--- src/rtl/stream_pkt_arbiter.sv ---
`default_nettype none
// +----------------------------------------------------------------------------+
// | stream_pkt_arbiter                                                         |
// | Round-robin packet arbiter: N AXI-stream ports onto one, with truncation.  |
// | Revision: 1.0                                                              |
// +----------------------------------------------------------------------------+
module stream_pkt_arbiter #(
  parameter int NUM_PORTS     = 4,
  parameter int TDATA_WIDTH   = 64,
  parameter int MAX_PKT_BEATS = 32
) (
  input  logic                                 clk,
  input  logic                                 rst,
  input  logic [NUM_PORTS-1:0]                 s_tvalid,
  output logic [NUM_PORTS-1:0]                 s_tready,
  input  logic [NUM_PORTS-1:0]                 s_tlast,
  input  logic [NUM_PORTS*TDATA_WIDTH-1:0]     s_tdata,
  input  logic [NUM_PORTS*TDATA_WIDTH/8-1:0]   s_tkeep,
  input  logic [NUM_PORTS-1:0]                 s_tuser,
  output logic                                 m_tvalid,
  input  logic                                 m_tready,
  output logic                                 m_tlast,
  output logic [TDATA_WIDTH-1:0]               m_tdata,
  output logic [TDATA_WIDTH/8-1:0]             m_tkeep,
  output logic                                 m_tuser,
  output logic [$clog2(NUM_PORTS)-1:0]         m_tid,
  output logic [15:0]                          pkt_cnt,
  output logic [15:0]                          trunc_cnt
);
  localparam int C_IDW = $clog2(NUM_PORTS);
  localparam int C_KW  = TDATA_WIDTH / 8;
  localparam logic [15:0]      C_LIMIT     = 16'(MAX_PKT_BEATS - 1);
  localparam logic [C_IDW-1:0] C_LAST_PORT = C_IDW'(NUM_PORTS - 1);

  typedef enum logic [1:0] {
    IDLE  = 2'd0,
    PASS  = 2'd1,
    DRAIN = 2'd2
  } state_t;

  state_t           state_q, state_d;
  logic [C_IDW-1:0] grant_q, grant_d;
  logic [C_IDW-1:0] last_grant_q, last_grant_d;
  logic [15:0]      beat_cnt_q, beat_cnt_d;
  logic [15:0]      pkt_cnt_q, pkt_cnt_d;
  logic [15:0]      trunc_cnt_q, trunc_cnt_d;

  logic                   w_sel_valid;
  logic                   w_sel_last;
  logic                   w_sel_user;
  logic [TDATA_WIDTH-1:0] w_sel_data;
  logic [C_KW-1:0]        w_sel_keep;
  logic                   w_at_limit;
  logic                   w_rr_found;
  logic [C_IDW-1:0]       w_rr_pick;
  logic [C_IDW-1:0]       w_rr_cand;

  assign w_sel_valid = s_tvalid[grant_q];
  assign w_sel_last  = s_tlast[grant_q];
  assign w_sel_user  = s_tuser[grant_q];
  assign w_sel_data  = s_tdata[grant_q*TDATA_WIDTH +: TDATA_WIDTH];
  assign w_sel_keep  = s_tkeep[grant_q*C_KW +: C_KW];
  assign w_at_limit  = (beat_cnt_q == C_LIMIT);

  assign m_tdata   = w_sel_data;
  assign m_tkeep   = w_sel_keep;
  assign m_tid     = grant_q;
  assign pkt_cnt   = pkt_cnt_q;
  assign trunc_cnt = trunc_cnt_q;

  // Search starts one past the previous winner so every requester gets a turn.
  always_comb begin
    w_rr_found = 1'b0;
    w_rr_pick  = last_grant_q;
    w_rr_cand  = last_grant_q;
    for (int k = 1; k <= NUM_PORTS; k++) begin
      w_rr_cand = C_IDW'((int'(last_grant_q) + k) % NUM_PORTS);
      if (!w_rr_found && s_tvalid[w_rr_cand]) begin
        w_rr_found = 1'b1;
        w_rr_pick  = w_rr_cand;
      end
    end
  end

  always_comb begin
    state_d      = state_q;
    grant_d      = grant_q;
    last_grant_d = last_grant_q;
    beat_cnt_d   = beat_cnt_q;
    pkt_cnt_d    = pkt_cnt_q;
    trunc_cnt_d  = trunc_cnt_q;
    s_tready     = '0;
    m_tvalid     = 1'b0;
    m_tlast      = 1'b0;
    m_tuser      = 1'b0;
    unique case (state_q)
      IDLE: begin
        if (w_rr_found) begin
          grant_d = w_rr_pick;
          state_d = PASS;
        end
      end
      PASS: begin
        m_tvalid          = w_sel_valid;
        s_tready[grant_q] = m_tready;
        // A beat at the limit without its own tlast is forced to close the packet.
        m_tlast           = w_sel_last | w_at_limit;
        m_tuser           = w_sel_user | (w_at_limit & ~w_sel_last);
        if (w_sel_valid && m_tready) begin
          if (w_sel_last) begin
            state_d      = IDLE;
            last_grant_d = grant_q;
            beat_cnt_d   = '0;
            pkt_cnt_d    = pkt_cnt_q + 16'd1;
          end else if (w_at_limit) begin
            state_d   = DRAIN;
            pkt_cnt_d = pkt_cnt_q + 16'd1;
            if (trunc_cnt_q != 16'hFFFF) begin
              trunc_cnt_d = trunc_cnt_q + 16'd1;
            end
          end else begin
            beat_cnt_d = beat_cnt_q + 16'd1;
          end
        end
      end
      DRAIN: begin
        s_tready[grant_q] = 1'b1;
        if (w_sel_valid && w_sel_last) begin
          state_d      = IDLE;
          last_grant_d = grant_q;
          beat_cnt_d   = '0;
        end
      end
      default: state_d = IDLE;
    endcase
  end

  always_ff @(posedge clk) begin
    if (rst) begin
      state_q      <= IDLE;
      grant_q      <= '0;
      last_grant_q <= C_LAST_PORT;
      beat_cnt_q   <= '0;
      pkt_cnt_q    <= '0;
      trunc_cnt_q  <= '0;
    end else begin
      state_q      <= state_d;
      grant_q      <= grant_d;
      last_grant_q <= last_grant_d;
      beat_cnt_q   <= beat_cnt_d;
      pkt_cnt_q    <= pkt_cnt_d;
      trunc_cnt_q  <= trunc_cnt_d;
    end
  end

endmodule
`default_nettype wire

--- config.mk ---
export PLATFORM = sky130hd
export DESIGN_NAME = stream_pkt_arbiter
export DESIGN_NICKNAME = d
export VERILOG_FILES = /design/src/rtl/stream_pkt_arbiter.sv
export SDC_FILE = /design/constraint.sdc
export NUM_CORES = 1
export LEC_CHECK = 0
export BUFFER_PORTS_ARGS = -buffer_cell sky130_fd_sc_hd__buf_2
export CAP_MARGIN = 20
export CELL_PAD_IN_SITES_DETAIL_PLACEMENT = 0
export CELL_PAD_IN_SITES_GLOBAL_PLACEMENT = 1
export CORE_AREA = 2 2 163 165
export CTS_CLUSTER_DIAMETER = 30
export DETAILED_ROUTE_END_ITERATION = 6
export DIE_AREA = 0 0 165 167
export HOLD_SLACK_MARGIN = 0.03
export PLACE_DENSITY = 0.62
export SLEW_MARGIN = 40
export SYNTH_ARGS = -nofsm -noshare
export SYNTH_HDL_FRONTEND = slang
export SYNTH_SLANG_ARGS = --single-unit
--- constraint.sdc ---
create_clock -name clk -period 6.3 [get_ports clk]
set_input_delay 0 -clock clk [delete_from_list [all_inputs] [get_ports clk]]
set_output_delay 0 -clock clk [all_outputs]
set_load 0.005 [all_outputs]
==> impl_metrics.prom <==
# TYPE chip_impl_metric gauge
chip_impl_info{name="result_of_the_run",value="complete, no violations"} 1
chip_impl_metric{name="initial_cell_density_of_the_core",unit="%"} 18.21
chip_impl_metric{name="max-cap-violations",unit=""} 0
chip_impl_metric{name="clock_sink_count",unit=""} 54
chip_impl_metric{name="path_max_fanout",unit=""} 57
chip_impl_metric{name="netlist-cell-type-count",unit=""} 48
chip_impl_metric{name="layout.nets",unit=""} 1151
chip_impl_metric{name="power.density",unit="mW/mm2"} 241.6
chip_impl_metric{name="synthArstFlopShare",unit="%"} 0
chip_impl_metric{name="fp.coreArea",unit="mm2"} 0.02576
chip_impl_metric{name="detail_route.drc_violations",unit=""} 0
chip_impl_metric{name="ir_worst_vdd",unit="V"} 0.0001414
chip_impl_info{name="ys.flop_type",value="dfxtp_1"} 1
chip_impl_metric{name="fin_crit_sh",unit="%"} 54.07
chip_impl_metric{name="grt_antenna_before_repair",unit=""} 19
chip_impl_metric{name="routedWlPerCell",unit="um"} 24.21
chip_impl_info{name="yosys.cell_count.top_type",value="mux4_2"} 1
chip_impl_info{name="cp_cell_sequence",value="buf_4 > mux2i_1 > o22ai_1 > o2111ai_1 > buf_4 > or4b_2 > a21oi_1"} 1
chip_impl_info{name="hold_path.class",value="input pin to register"} 1
chip_impl_metric{name="drive_gt1_share",unit="%"} 60.97
chip_impl_metric{name="tns_setup",unit="ps"} 0
chip_impl_metric{name="maximum_number_of_pins_on_one_net_before_global_route_repair",unit=""} 58
chip_impl_info{name="setup.worst_path.end_class",value="register"} 1
chip_impl_metric{name="depth_of_the_cts_h_tree",unit=""} 2
chip_impl_metric{name="static-leakage-power",unit="uW"} 0.003098
chip_impl_metric{name="timing.slew.headroom",unit="%"} 43.47
chip_impl_metric{name="ys_seq_elements",unit=""} 54
chip_impl_info{name="worst_path_max_delay_cell",value="buf_4"} 1
chip_impl_metric{name="fin_cells",unit=""} 1187
chip_impl_metric{name="vias_in_the_first_global_route",unit=""} 5601
chip_impl_info{name="synth_top_area_cells",value="mux4_2 (36%), dfxtp_1 (23%), a21oi_1 (4.2%)"} 1
chip_impl_metric{name="max_freq",unit="GHz"} 0.2936
chip_impl_info{name="rsz0062_at_grt",value="false"} 1
chip_impl_metric{name="synthesis.yosys.warnings",unit=""} 0
chip_impl_info{name="netlist.top_cell.by_area",value="mux4_2"} 1
chip_impl_metric{name="design.die.area",unit="mm2"} 0.02756
chip_impl_info{name="worstSetupStartpointType",value="register"} 1
chip_impl_metric{name="final.hold.worst_slack",unit="ps"} 138.6
chip_impl_metric{name="dr_total_vias",unit=""} 5845
chip_impl_metric{name="cts_setup_buffers",unit=""} 0
chip_impl_metric{name="setup_viol",unit=""} 0
chip_impl_metric{name="final_period_minus_worst_setup_slack",unit="ps"} 3406
chip_impl_metric{name="maxSlewViolCount",unit=""} 0
chip_impl_metric{name="synthToLayoutAreaGrowth",unit="%"} 54.65
chip_impl_metric{name="postSynthCellCount",unit=""} 448
chip_impl_metric{name="required",unit="ps"} 6530
chip_impl_info{name="netlist_top_cells_count",value="mux4_2 (75), dfxtp_1 (54), a21oi_1 (39)"} 1
chip_impl_metric{name="max-clock-path-buffers",unit=""} 2
chip_impl_metric{name="drt.antenna.violating_nets",unit=""} 0
chip_impl_metric{name="cts-hold-fix-buffers",unit=""} 0
chip_impl_metric{name="routed_wl",unit="mm"} 28.74
chip_impl_metric{name="min_delay_path_depth",unit=""} 2
chip_impl_metric{name="placementRows",unit=""} 59
chip_impl_metric{name="overflow",unit=""} 0
chip_impl_metric{name="worst_clock_skew",unit="ps"} 9.540
chip_impl_metric{name="globalplace.congestion",unit=""} 0.9964
chip_impl_info{name="cts.root.buffer_cell",value="clkbuf_16"} 1
chip_impl_metric{name="yosys.area.top_type_share",unit="%"} 36.01
chip_impl_metric{name="grtUsageTotal",unit="%"} 19.83
chip_impl_metric{name="floorplan.die.height",unit="um"} 167
chip_impl_metric{name="grt_pass1_wl",unit="mm"} 39.27
chip_impl_metric{name="clkLatencyLatePin",unit="ps"} 300
chip_impl_metric{name="die_x",unit="um"} 165
chip_impl_info{name="tritoncts_clock_tree",value="yes"} 1
chip_impl_metric{name="sequential_area_share_after_synthesis",unit="%"} 23.05
chip_impl_metric{name="synth_edf_count",unit=""} 0
chip_impl_metric{name="syn_area",unit="mm2"} 0.004691
chip_impl_metric{name="max_slew.worst_pin.slew",unit="ps"} 848.0
chip_impl_metric{name="num_io_pins",unit=""} 416
chip_impl_metric{name="worst_path_largest_cell_delay",unit="ps"} 730
chip_impl_metric{name="hold_viol",unit=""} 0
chip_impl_metric{name="synthesis.area_per_instance",unit="um2"} 10.47
chip_impl_metric{name="synth_fp_nets",unit=""} 757
chip_impl_metric{name="routed_via_density",unit=""} 4.924
chip_impl_metric{name="cts_inserted_buffers",unit=""} 5
chip_impl_metric{name="cts_repair_resize_count",unit=""} 0
chip_impl_info{name="cell_repeated_most_along_the_worst_path",value="buf_4"} 1
chip_impl_info{name="setup.worst_path.class",value="register to register"} 1
chip_impl_metric{name="r2r.worst_path.cells",unit=""} 7
chip_impl_metric{name="initialDrtViolationCount",unit=""} 476
chip_impl_metric{name="clk_transition_reported_paths",unit="ps"} 70
chip_impl_metric{name="arrival",unit="ps"} 3630
chip_impl_metric{name="io_buffer_count",unit=""} 415
chip_impl_metric{name="first_pass_iters",unit=""} 4
chip_impl_metric{name="post-place-cells",unit=""} 1170
chip_impl_metric{name="place_hpwl",unit="mm"} 24.84
-- per-layer routing --
metal | global-route usage [%] | share of wire, % | vias up
met5 | 0 | 0.16 | -
met4 | 2.268 | 0.79 | 8
met3 | 9.390 | 12 | 31
met2 | 31.61 | 45 | 294
met1 | 25.09 | 41 | 2869
li1 | - | - | 2643
-- stage by stage --
step / util (%) / area [um2] / power, uW / setup slack [ps]
after floorplan: - / 4691 / 1016 / 4042
after global placement: 27.50 / 7084 / 1493 / 2873
after detailed placement: 27.52 / 7091 / 1501 / 2820
after CTS: 28.07 / 7231 / 1782 / 2796
after global routing: 28.07 / 7232 / 1873 / 2563
final: 28.16 / 7254 / 1753 / 2894
-- cell families (layout without fill, tap and decap cells) --
| group | Yosys count | after routing | synth area share (%) |
|---|---|---|---|
| xor+xnor | 5 | 5 | 0.9338 |
| fa+ha+maj | 6 | 6 | 1.600 |
| simple gates | 159 | 159 | 19.07 |
| other cells | 0 | 9 | 0 |
| compound gates | 92 | 92 | 12.38 |
| mux | 89 | 89 | 39.18 |
| flops | 54 | 54 | 23.05 |
| buf+inv | 43 | 438 | 3.788 |
-- critical path, delay by kind of cell, from the launching register on --
kind	cells	cell delay (ps)
AO/OA/AOI/OAI	3	890
AND/OR/NAND/NOR	1	620
buffers and inverters	2	990
multiplexers	1	200
flip-flops	1	600
-- worst paths after layout --
| check | start | endpoint | slack, ps |
|---|---|---|---|
| setup / recovery | m_tid[1]$_SDFFE_PP0P_ | trunc_cnt[15]$_SDFFE_PP0P_ | 2890 |
| hold / removal | rst | pkt_cnt[2]$_SDFFE_PP0P_ | 140 |
| setup reg to reg | m_tid[1]$_SDFFE_PP0P_ | trunc_cnt[15]$_SDFFE_PP0P_ | 2890 |
| hold reg to reg | pkt_cnt[15]$_SDFFE_PP0P_ | pkt_cnt[15]$_SDFFE_PP0P_ | 490 |
-- report_power, final --
group,leakage (uW),total (uW),switching (uW),internal [uW]
Sequential,0.000437,436,75.2,361
Clock,0.0000642,279,131,148
Combinational,0.00260,1040,500,537
Total,0.00310,1750,706,1050
-- state kept, by name, summed over array words and instances, names as in the netlist --
name and flops:
state_q 2, m_tid 2, last_grant_q 2, pkt_cnt 16, beat_cnt_q 16, trunc_cnt 16
-- layout make-up --
type,instances,area (um2)
well taps,335,419.2
fillers,2783,18510
multi-input cells,351,3433
clock buffers,7,132.6
repair buffers,418,2106
flip-flops and latches,54,1089
clock inverters,1,7.507
diodes,9,22.52
inverters,12,45.04
-- placed cells by master (no fill, tap or decap), drive strengths merged, types with 2 or more instances in the layout --
cell type	n
nand4	9
a211o	2
a21oi	39
o21ai	14
and3	5
nand2	29
nor2b	8
xnor2	2
nand3	17
and4	7
ha	6
diode	9
o31ai	20
nor4	8
or3	14
or4	20
nor3	6
clkbuf	7
nor2	20
or2	2
a211oi	2
o22ai	3
xor2	3
mux2	7
o41ai	2
mux2i	7
dfxtp	54
nand2b	6
mux4	75
buf	418
inv	12
and2	4
Power figures use the tool's default switching activity.
